**config.mk**
```make
export PLATFORM = sky130hd
export DESIGN_NAME = sll_iter
export DESIGN_NICKNAME = d
export VERILOG_FILES = /design/src/rtl/sll_iter.sv
export SDC_FILE = /design/constraint.sdc
export NUM_CORES = 1
export LEC_CHECK = 0
export ABC_AREA = 1
export CAP_MARGIN = 20
export CORE_AREA = 2 2 56 58
export DETAILED_ROUTE_END_ITERATION = 10
export DIE_AREA = 0 0 58 60
export PLACE_DENSITY = 0.8
export SLEW_MARGIN = 20
export SYNTH_ARGS = -nofsm -noshare
export SYNTH_HDL_FRONTEND = slang
export SYNTH_SLANG_ARGS = --single-unit
export TNS_END_PERCENT = 10
```
**constraint.sdc**
```tcl
create_clock -name clk -period 1.2 [get_ports clk]
set_input_delay 0.24 -clock clk [delete_from_list [all_inputs] [get_ports clk]]
set_output_delay 0.24 -clock clk [all_outputs]
set_load 0.05 [all_outputs]
```
**src/rtl/sll_iter.sv**
```systemverilog
// Iterative logical shift-left: one bit position per clock, start/ready handshake in,
// one-cycle done pulse out with a registered result.
module sll_iter #(
   parameter int N = 8
) (
   input  logic         clk,
   input  logic         rst_n,
   input  logic         start,
   input  logic [N-1:0] a,
   input  logic [N-1:0] b,
   output logic         ready,
   output logic         done,
   output logic [N-1:0] out
);

   localparam int CW = $clog2(N + 1);

   typedef enum logic [1:0] {
      IDLE  = 2'd0,
      SHIFT = 2'd1,
      DONE  = 2'd2
   } state_t;

   state_t         state;
   logic [N-1:0]   acc;
   logic [CW-1:0]  cnt;
   logic [CW-1:0]  amt;
   logic [N-1:0]   acc_shl;

   // Any amount of N or more clears every bit, so cap the iteration count at N.
   function automatic logic [CW-1:0] sat_amt(input logic [N-1:0] s);
      if (s >= N'(N))
         return CW'(N);
      return s[CW-1:0];
   endfunction

   assign amt     = sat_amt(b);
   assign acc_shl = {acc[N-2:0], 1'b0};

   always_ff @(posedge clk or negedge rst_n) begin
      if (!rst_n) begin
         state <= IDLE;
         acc   <= '0;
         cnt   <= '0;
         out   <= '0;
         ready <= 1'b1;
         done  <= 1'b0;
      end else begin
         case (state)
            IDLE: begin
               if (start) begin
                  acc   <= a;
                  cnt   <= amt;
                  ready <= 1'b0;
                  if (amt == '0) begin
                     out   <= a;
                     done  <= 1'b1;
                     state <= DONE;
                  end else begin
                     state <= SHIFT;
                  end
               end
            end
            SHIFT: begin
               acc <= acc_shl;
               cnt <= cnt - CW'(1);
               if (cnt == CW'(1)) begin
                  out   <= acc_shl;
                  done  <= 1'b1;
                  state <= DONE;
               end
            end
            DONE: begin
               done  <= 1'b0;
               ready <= 1'b1;
               state <= IDLE;
            end
            default: begin
               done  <= 1'b0;
               ready <= 1'b1;
               state <= IDLE;
            end
         endcase
      end
   end

endmodule
```
==> results of run 1 <==
-- metrics by stage --
stage          utilization, %  area [sq um]  hold WS, ps  worst slack [ps]  setup TNS (ps)
2_1_floorplan               -          1180        -55.6             -63.5            -660
3_3_place_gp             59.4          1730          487              -359           -5860
3_5_place_dp             59.4          1730          509              -413           -6670
4_1_cts                  62.0          1800          228             -87.8            -687
5_1_grt                  63.7          1850          231              -150           -2050
6_report                 63.7          1850          229              -106            -901
-- logic make-up after synthesis --
group,synth area share [%]
AOI/OAI and AO/OA,14.8
DFF,49.2
adders and majority gates,2.13
buffers and inverters,7.15
and+or+nand+nor,26.7
-- power by group --
| part | total (uW) | switching [uW] | internal, uW |
|---|---|---|---|
| sequential | 1440 | 291 | 1150 |
| combinational | 3620 | 2020 | 1600 |
| clock | 371 | 246 | 125 |
| total | 5430 | 2560 | 2870 |
-- cell type report --
| class | count | area [sq um] |
|---|---|---|
| Multi-Input combinational cell | 104 | 603 |
| Clock inverter | 1 | 5.00 |
| Clock buffer | 3 | 22.5 |
| Inverter | 18 | 70.1 |
| Sequential cell | 23 | 578 |
| Fill cell | 233 | 1050 |
| Timing Repair Buffer | 46 | 528 |
| Tap cell | 33 | 41.3 |
-- flip-flops by register name, summed over array words and instances (netlist names) --
| register | cells |
|---|---|
| acc | 7 |
| cnt | 4 |
| done | 1 |
| out | 8 |
| ready | 1 |
| state | 2 |
-- cells in the final DEF (no fill, tap or decap), drive strengths merged --
| master | n |
|---|---|
| clkbuf | 3 |
| nand3 | 11 |
| clkdlybuf4s50 | 18 |
| buf | 28 |
| dfrtp | 22 |
| clkinv | 1 |
| o21ai | 19 |
| a21oi | 7 |
| o22ai | 1 |
| ha | 2 |
| nor3 | 2 |
| nor2 | 12 |
| nand2 | 50 |
| dfstp | 1 |
| inv | 18 |
-- worst max-delay path, cell delays in order (launching register included) --
cell and delay, ps:
sky130_fd_sc_hd__dfrtp_1 410, sky130_fd_sc_hd__inv_2 80, sky130_fd_sc_hd__ha_4 140, sky130_fd_sc_hd__nand2_4 60, sky130_fd_sc_hd__a21oi_4 260, sky130_fd_sc_hd__buf_12 160
sky130_fd_sc_hd__nand3_1 80, sky130_fd_sc_hd__nand2_1 60
-- per-layer routing --
| metal | GRT usage [%] | part of all wire, % | vias to the layer above |
|---|---|---|---|
| li1 | - | - | 563 |
| met5 | 0 | 0 | - |
| met3 | 3.46 | 3.1 | 8 |
| met2 | 29.1 | 49 | 23 |
| met4 | 8.64 | 2.5 | 0 |
| met1 | 21.9 | 45 | 537 |
-- final timing paths --
check                         end  slack, ps
max in group asynchronous   ready        710
min                        acc[0]        230
min in group clk           cnt[2]        510
max reg2reg                out[6]       -110
max                        out[6]       -110
min reg2reg                 ready        530
-- what timing repair did --
| item | CTS | global route |
|---|---|---|
| gates resized for setup | 9 | 14 |
| endpoints found under the setup margin | 18 | 23 |
| gates cloned | 1 | 0 |
| buffers inserted | 1 | 0 |
| endpoints found under the hold margin | 0 | 0 |
| pin swaps | 6 | 8 |
| hold buffers | 0 | 0 |
==> insert_results.sql, run 1 <==
INSERT INTO impl_metrics (metric_group, metric, value, unit) VALUES
('status', 'status', 'finished, violations left', ''),
('status', 'violations_in_the_final_reports', 'negative setup slack', ''),
('setup_path', 'worst_setup_path_end_kind', 'flop', ''),
('routing', 'number_of_optimization_iterations_in_the_first_detailed_route_pass', '5', ''),
('timing', 'max_slew_violations', '0', ''),
('clocking', 'clock_tree.buffer_depth', '2', ''),
('setup_path', 'crit_path_start', 'cnt[1]', ''),
('timing', 'timing_hold_violations_final', '0', ''),
('yosys', 'synthFlopType', 'sky130_fd_sc_hd__dfrtp_1', ''),
('yosys', 'postSynthAreaPerCell', '8.03', 'sq um'),
('setup_path', 'critical_path_class', 'flop to flop', ''),
('yosys', 'ff_latch_count_synth', '23', ''),
('routing', 'route.vias.total', '1131', ''),
('layout', 'antenna_cells_inserted', '0', ''),
('placed_design', 'dp_cells', '222', ''),
('floorplan', 'die_width', '58', 'um'),
('pwr', 'power_per_cell_area', '2940', 'nW/um^2'),
('yosys', 'yosys.cell_types.count', '19', ''),
('job', 'max_cap_violations', '0', ''),
('clocking', 'cts-root-buf', 'sky130_fd_sc_hd__clkbuf_4', ''),
('pwr', 'static-leakage-power', '0.000895', 'uW'),
('yosys', 'synth_most_common_cell', 'sky130_fd_sc_hd__nand2_1', ''),
('routing', 'ant_nets', '0', ''),
('yosys', 'async_reset_ff_share', '100', '%'),
('floorplan', 'die_h', '60', 'um'),
('setup_path', 'critical_path_required', '1470', 'ps'),
('grt', 'grt_pass1_vias', '1084', ''),
('floorplan', 'initial_core_util', '40.4', '%'),
('yosys', 'post_synth_inst_count', '146', ''),
('grt', 'grt_max_degree', '19', ''),
('layout', 'areaGrowthSynthToFinish', '57.6', '%'),
('yosys', 'syn-num-nets', '167', ''),
('floorplan', 'die_area', '3480', 'sq um'),
('yosys', 'synthTopCellsByArea', 'sky130_fd_sc_hd__dfrtp_1, sky130_fd_sc_hd__nand2_1, sky130_fd_sc_hd__o21ai_2, sky130_fd_sc_hd__nand3_1, sky130_fd_sc_hd__o21ai_1', ''),
('layout', 'final_nets', '217', ''),
('yosys', 'ys_top_cells_by_count', 'sky130_fd_sc_hd__nand2_1, sky130_fd_sc_hd__dfrtp_1, sky130_fd_sc_hd__inv_1', ''),
('timing', 'postLayoutSetupSlackWorst', '-106', 'ps'),
('routing', 'route.detailed.drc', '0', ''),
('floorplan', 'row_count', '20', ''),
('setup_path', 'cp.arrival', '1580', 'ps'),
('yosys', 'ys_warn_count', '0', ''),
('floorplan', 'top_level_ports', '29', ''),
('pwr', 'vdd_drop_max', '2020', 'uV'),
('routing', 'routed_wire_length_per_instance', '12.5', 'um'),
('clocking', 'cts_tree', 'done', ''),
('timing', 'min_period', '1310', 'ps'),
('placed_design', 'buffer_ports.inserted', '28', ''),
('timing', 'post-route-period-util', '109', '%'),
('timing', 'max_freq', '0.766', 'GHz'),
('timing', 'unrepaired_setup_endpoints_after_global_routing', 'yes', ''),
('routing', 'detail_route.vias_per_cell', '4.96', ''),
('clocking', 'cts_made_buffers', '3', ''),
('setup_path', 'crit_path_max_fanout', '8', ''),
('floorplan', 'placeableCoreArea', '2900', 'sq um'),
('timing', 'final.setup_skew', '2.67', 'ps'),
('grt', 'antenna_found_initial', '0', ''),
('yosys', 'synth-edff-count', '0', ''),
('clocking', 'clkLatencyLatePin', '320', 'ps'),
('timing', 'setup_viol', '16', ''),
('setup_path', 'reg2regPathDepth', '7', ''),
('timing', 'slew-limit-headroom', '80.0', '%'),
('routing', 'dr.first_iter.drc_count', '39', ''),
('pwr', 'finalPower', '5430', 'uW'),
('clocking', 'clock_tree.htree_level_count', '1', ''),
('clocking', 'clk_transition_reported_paths', '130', 'ps'),
('setup_path', 'start_kind', 'flop', ''),
('hold_path', 'worstHoldPathType', 'primary input to asynchronous set/reset pin', ''),
('placed_design', 'dp.final_hpwl', '2190', 'um'),
('clocking', 'clock-sinks', '23', ''),
('yosys', 'netlist_area', '1170', 'sq um'),
('layout', 'drive_gt1_share', '34.4', '%'),
('grt', 'grt_first_pass_wirelength', '4700', 'um'),
('yosys', 'seq_area_frac_synth', '49.2', '%'),
('placed_design', 'globalplace.congestion', '0.850', ''),
('yosys', 'yosys.area.top_type_share', '47.0', '%'),
('setup_path', 'worstReg2RegStart', 'cnt[1]', ''),
('layout', 'final-instance-count-excl-fill', '228', ''),
('routing', 'wl', '2860', 'um'),
('yosys', 'yosysTopAreaCell', 'sky130_fd_sc_hd__dfrtp_1', ''),
('grt', 'total_overflow_reported_by_the_global_router', '0', ''),
('timing', 'worst_slew_pin_slew', '299', 'ps'),
('grt', 'track_usage', '17.6', '%');
Note: power is estimated with default switching activity, not from simulation.
==> run 2, diff against run 1 <==
- CORE_AREA: 2 2 56 58 -> 2 2 51 63
- DIE_AREA: 0 0 58 60 -> 0 0 53 65
==> insert_results.sql, run 2 (synthesis results as in run 1) <==
INSERT INTO impl_metrics (metric_group, metric, value, unit) VALUES
('pwr', 'intPower', '2970', 'uW'),
('clocking', 'clock-sinks', '23', ''),
('layout', 'final_nets', '219', ''),
('status', 'status', 'finished, violations left', ''),
('placed_design', 'globalplace.congestion', '0.765', ''),
('layout', 'drive_gt1_share', '39.6', '%'),
('pwr', 'power_frac_clock', '6.5', '%'),
('pwr', 'comb_power_share', '67.9', '%'),
('setup_path', 'cp.arrival', '1580', 'ps'),
('placed_design', 'dp.final_hpwl', '2270', 'um'),
('timing', 'setup_viol', '11', ''),
('timing', 'final.setup_skew', '2.77', 'ps'),
('timing', 'slew-limit-headroom', '81.9', '%'),
('routing', 'detail_route.vias_per_cell', '5.07', ''),
('timing', 'max_slew_violations', '0', ''),
('grt', 'grt_first_pass_wirelength', '5500', 'um'),
('setup_path', 'critical_path_class', 'flop to flop', ''),
('grt', 'grt_pass1_vias', '1279', ''),
('layout', 'largest_registers', 'out: 8 flops, acc: 7 flops, cnt: 4 flops', ''),
('floorplan', 'placeableCoreArea', '2890', 'sq um'),
('placed_design', 'buffer_ports.inserted', '28', ''),
('setup_path', 'critical_path.n_buffers_inverters', '2', ''),
('job', 'max_cap_violations', '0', ''),
('layout', 'areaGrowthSynthToFinish', '63.8', '%'),
('layout', 'top_register_by_number_of_flip_flops', 'out', ''),
('pwr', 'static-leakage-power', '0.000908', 'uW'),
('pwr', 'finalPower', '5750', 'uW'),
('clocking', 'clk_transition_reported_paths', '130', 'ps'),
('routing', 'routed_wire_length_per_instance', '14.6', 'um'),
('timing', 'post-route-period-util', '109', '%'),
('clocking', 'clock_tree.buffer_depth', '2', ''),
('clocking', 'clock_tree.htree_level_count', '1', ''),
('routing', 'route.vias.total', '1182', ''),
('timing', 'finalHoldWorstSlack', '245', 'ps'),
('hold_path', 'worstHoldPathType', 'primary input to asynchronous set/reset pin', ''),
('setup_path', 'worst_path_dominant_cell_family', 'flip-flops', ''),
('pwr', 'power_switching_share', '48.3', '%'),
('floorplan', 'die_width', '53', 'um'),
('clocking', 'cts-root-buf', 'sky130_fd_sc_hd__clkbuf_4', ''),
('placed_design', 'pre_cts_ws', '-476', 'ps'),
('setup_path', 'crit_path_top_delay_cell', 'sky130_fd_sc_hd__dfrtp_1', ''),
('clocking', 'clkLatencyLatePin', '320', 'ps'),
('layout', 'layout_common_cells', 'sky130_fd_sc_hd__nand2_1, sky130_fd_sc_hd__dfrtp_1, sky130_fd_sc_hd__clkdlybuf4s50_1, sky130_fd_sc_hd__buf_4, sky130_fd_sc_hd__inv_1', ''),
('pwr', 'power_per_cell_area', '2990', 'nW/um^2'),
('grt', 'total_overflow_reported_by_the_global_router', '0', ''),
('floorplan', 'die_area', '3450', 'sq um'),
('timing', 'min_period', '1310', 'ps'),
('grt', 'grt_max_degree', '19', ''),
('routing', 'number_of_optimization_iterations_in_the_first_detailed_route_pass', '4', ''),
('pwr', 'power.switching', '2780', 'uW'),
('layout', 'largest_register_ffs', '8', ''),
('setup_path', 'cpPeakStageDelay', '410', 'ps'),
('timing', 'max_freq', '0.766', 'GHz'),
('floorplan', 'top_level_ports', '29', ''),
('floorplan', 'row_count', '22', ''),
('clocking', 'cts_made_buffers', '3', ''),
('setup_path', 'critical_path_required', '1470', 'ps'),
('pwr', 'p_seq_share', '25.6', '%'),
('floorplan', 'initial_core_util', '40.6', '%'),
('setup_path', 'worst_setup_path_end_kind', 'flop', ''),
('floorplan', 'die_h', '65', 'um'),
('routing', 'ant_nets', '0', ''),
('layout', 'antenna_cells_inserted', '0', ''),
('timing', 'timing.setup.tns', '-957', 'ps'),
('routing', 'route.detailed.drc', '0', ''),
('grt', 'antenna_found_initial', '0', ''),
('pwr', 'vdd_drop_max', '1800', 'uV'),
('layout', 'count_of_filler_cells_inserted_in_the_layout', '241', ''),
('setup_path', 'worstPathCellList', 'inv_2 > ha_4 > nand2_4 > a21oi_4 > buf_6 > nand3_2 > nand2_1', ''),
('timing', 'worst_slew_pin_slew', '271', 'ps'),
('routing', 'dr.first_iter.drc_count', '25', ''),
('clocking', 'cts_tree', 'done', ''),
('timing', 'timing_hold_violations_final', '0', ''),
('timing', 'unrepaired_setup_endpoints_after_global_routing', 'yes', ''),
('layout', 'mostFrequentLayoutCell', 'sky130_fd_sc_hd__nand2_1', ''),
('routing', 'wl', '3400', 'um'),
('setup_path', 'start_kind', 'flop', ''),
('grt', 'track_usage', '21.7', '%'),
('timing', 'postLayoutSetupSlackWorst', '-106', 'ps'),
('status', 'violations_in_the_final_reports', 'negative setup slack', ''),
('setup_path', 'crit_path_max_fanout', '5', '');
run 2: changes by cell type in the layout (fill, tap and decap cells not counted), sizes merged:
cell	delta
buf	+2
clkbuf	+1
clkinv	-1
run 2: area by class of cell:
type	instances	area (sq um)	share of cell area, %
inverter	18	72.6	3.78
timing repair buffer	48	542	28.2
clock buffer	4	26.3	1.37
tap	36	45.0	2.35
sequential	23	579	30.2
multi-input combinational	104	656	34.1
run 2: metal layers:
metal	GRT usage, %	vias to the layer above	part of all wire [%]	wire [um]
li1	-	573	-	-
met1	22.9	560	38	1290
met2	40.8	42	56	1890
met3	3.23	7	4.3	147
met4	9.62	0	1.9	65
met5	0	-	0	0
run 2: through the flow:
stage                     instance area (sq um)  util [%]  std cells
after floorplan                            1180         -        146
after global placement                     1700      58.9        223
after detailed placement                   1700      58.9        223
after CTS                                  1870      64.8        232
after global routing                       1920      66.5        233
final                                      1920      66.5        233
run 2: path summary, 6_finish.rpt:
kind	startpoint	endpoint	slack (ps)	depth (start not counted)
worst max-delay path	cnt[1]	out[6]	-110	7
worst min register to register	ready	ready	520	2
min in group clk	ready	ready	520	2
worst max register to register	cnt[1]	out[6]	-110	7
worst min-delay path	rst_n	state[1]	250	2
max in group asynchronous	rst_n	ready	730	2
run 2: what timing repair did:
item                                    in CTS  in global routing
gates cloned                                 1                  0
buffers inserted                             4                  1
hold buffers                                 0                  0
endpoints found under the setup margin      22                 23
gates resized for setup                     29                 11
pin swaps                                   15                  8
run 2: power by group through the flow:
stage          registers [uW]  logic [uW]  clock network (uW)
2_1_floorplan            1860        1440                   0
3_5_place_dp             1450        3240                   0
3_3_place_gp             1430        3090                   0
4_1_cts                  1450        3690                 373
6_report                 1470        3900                 374
5_1_grt                  1500        4190                 401
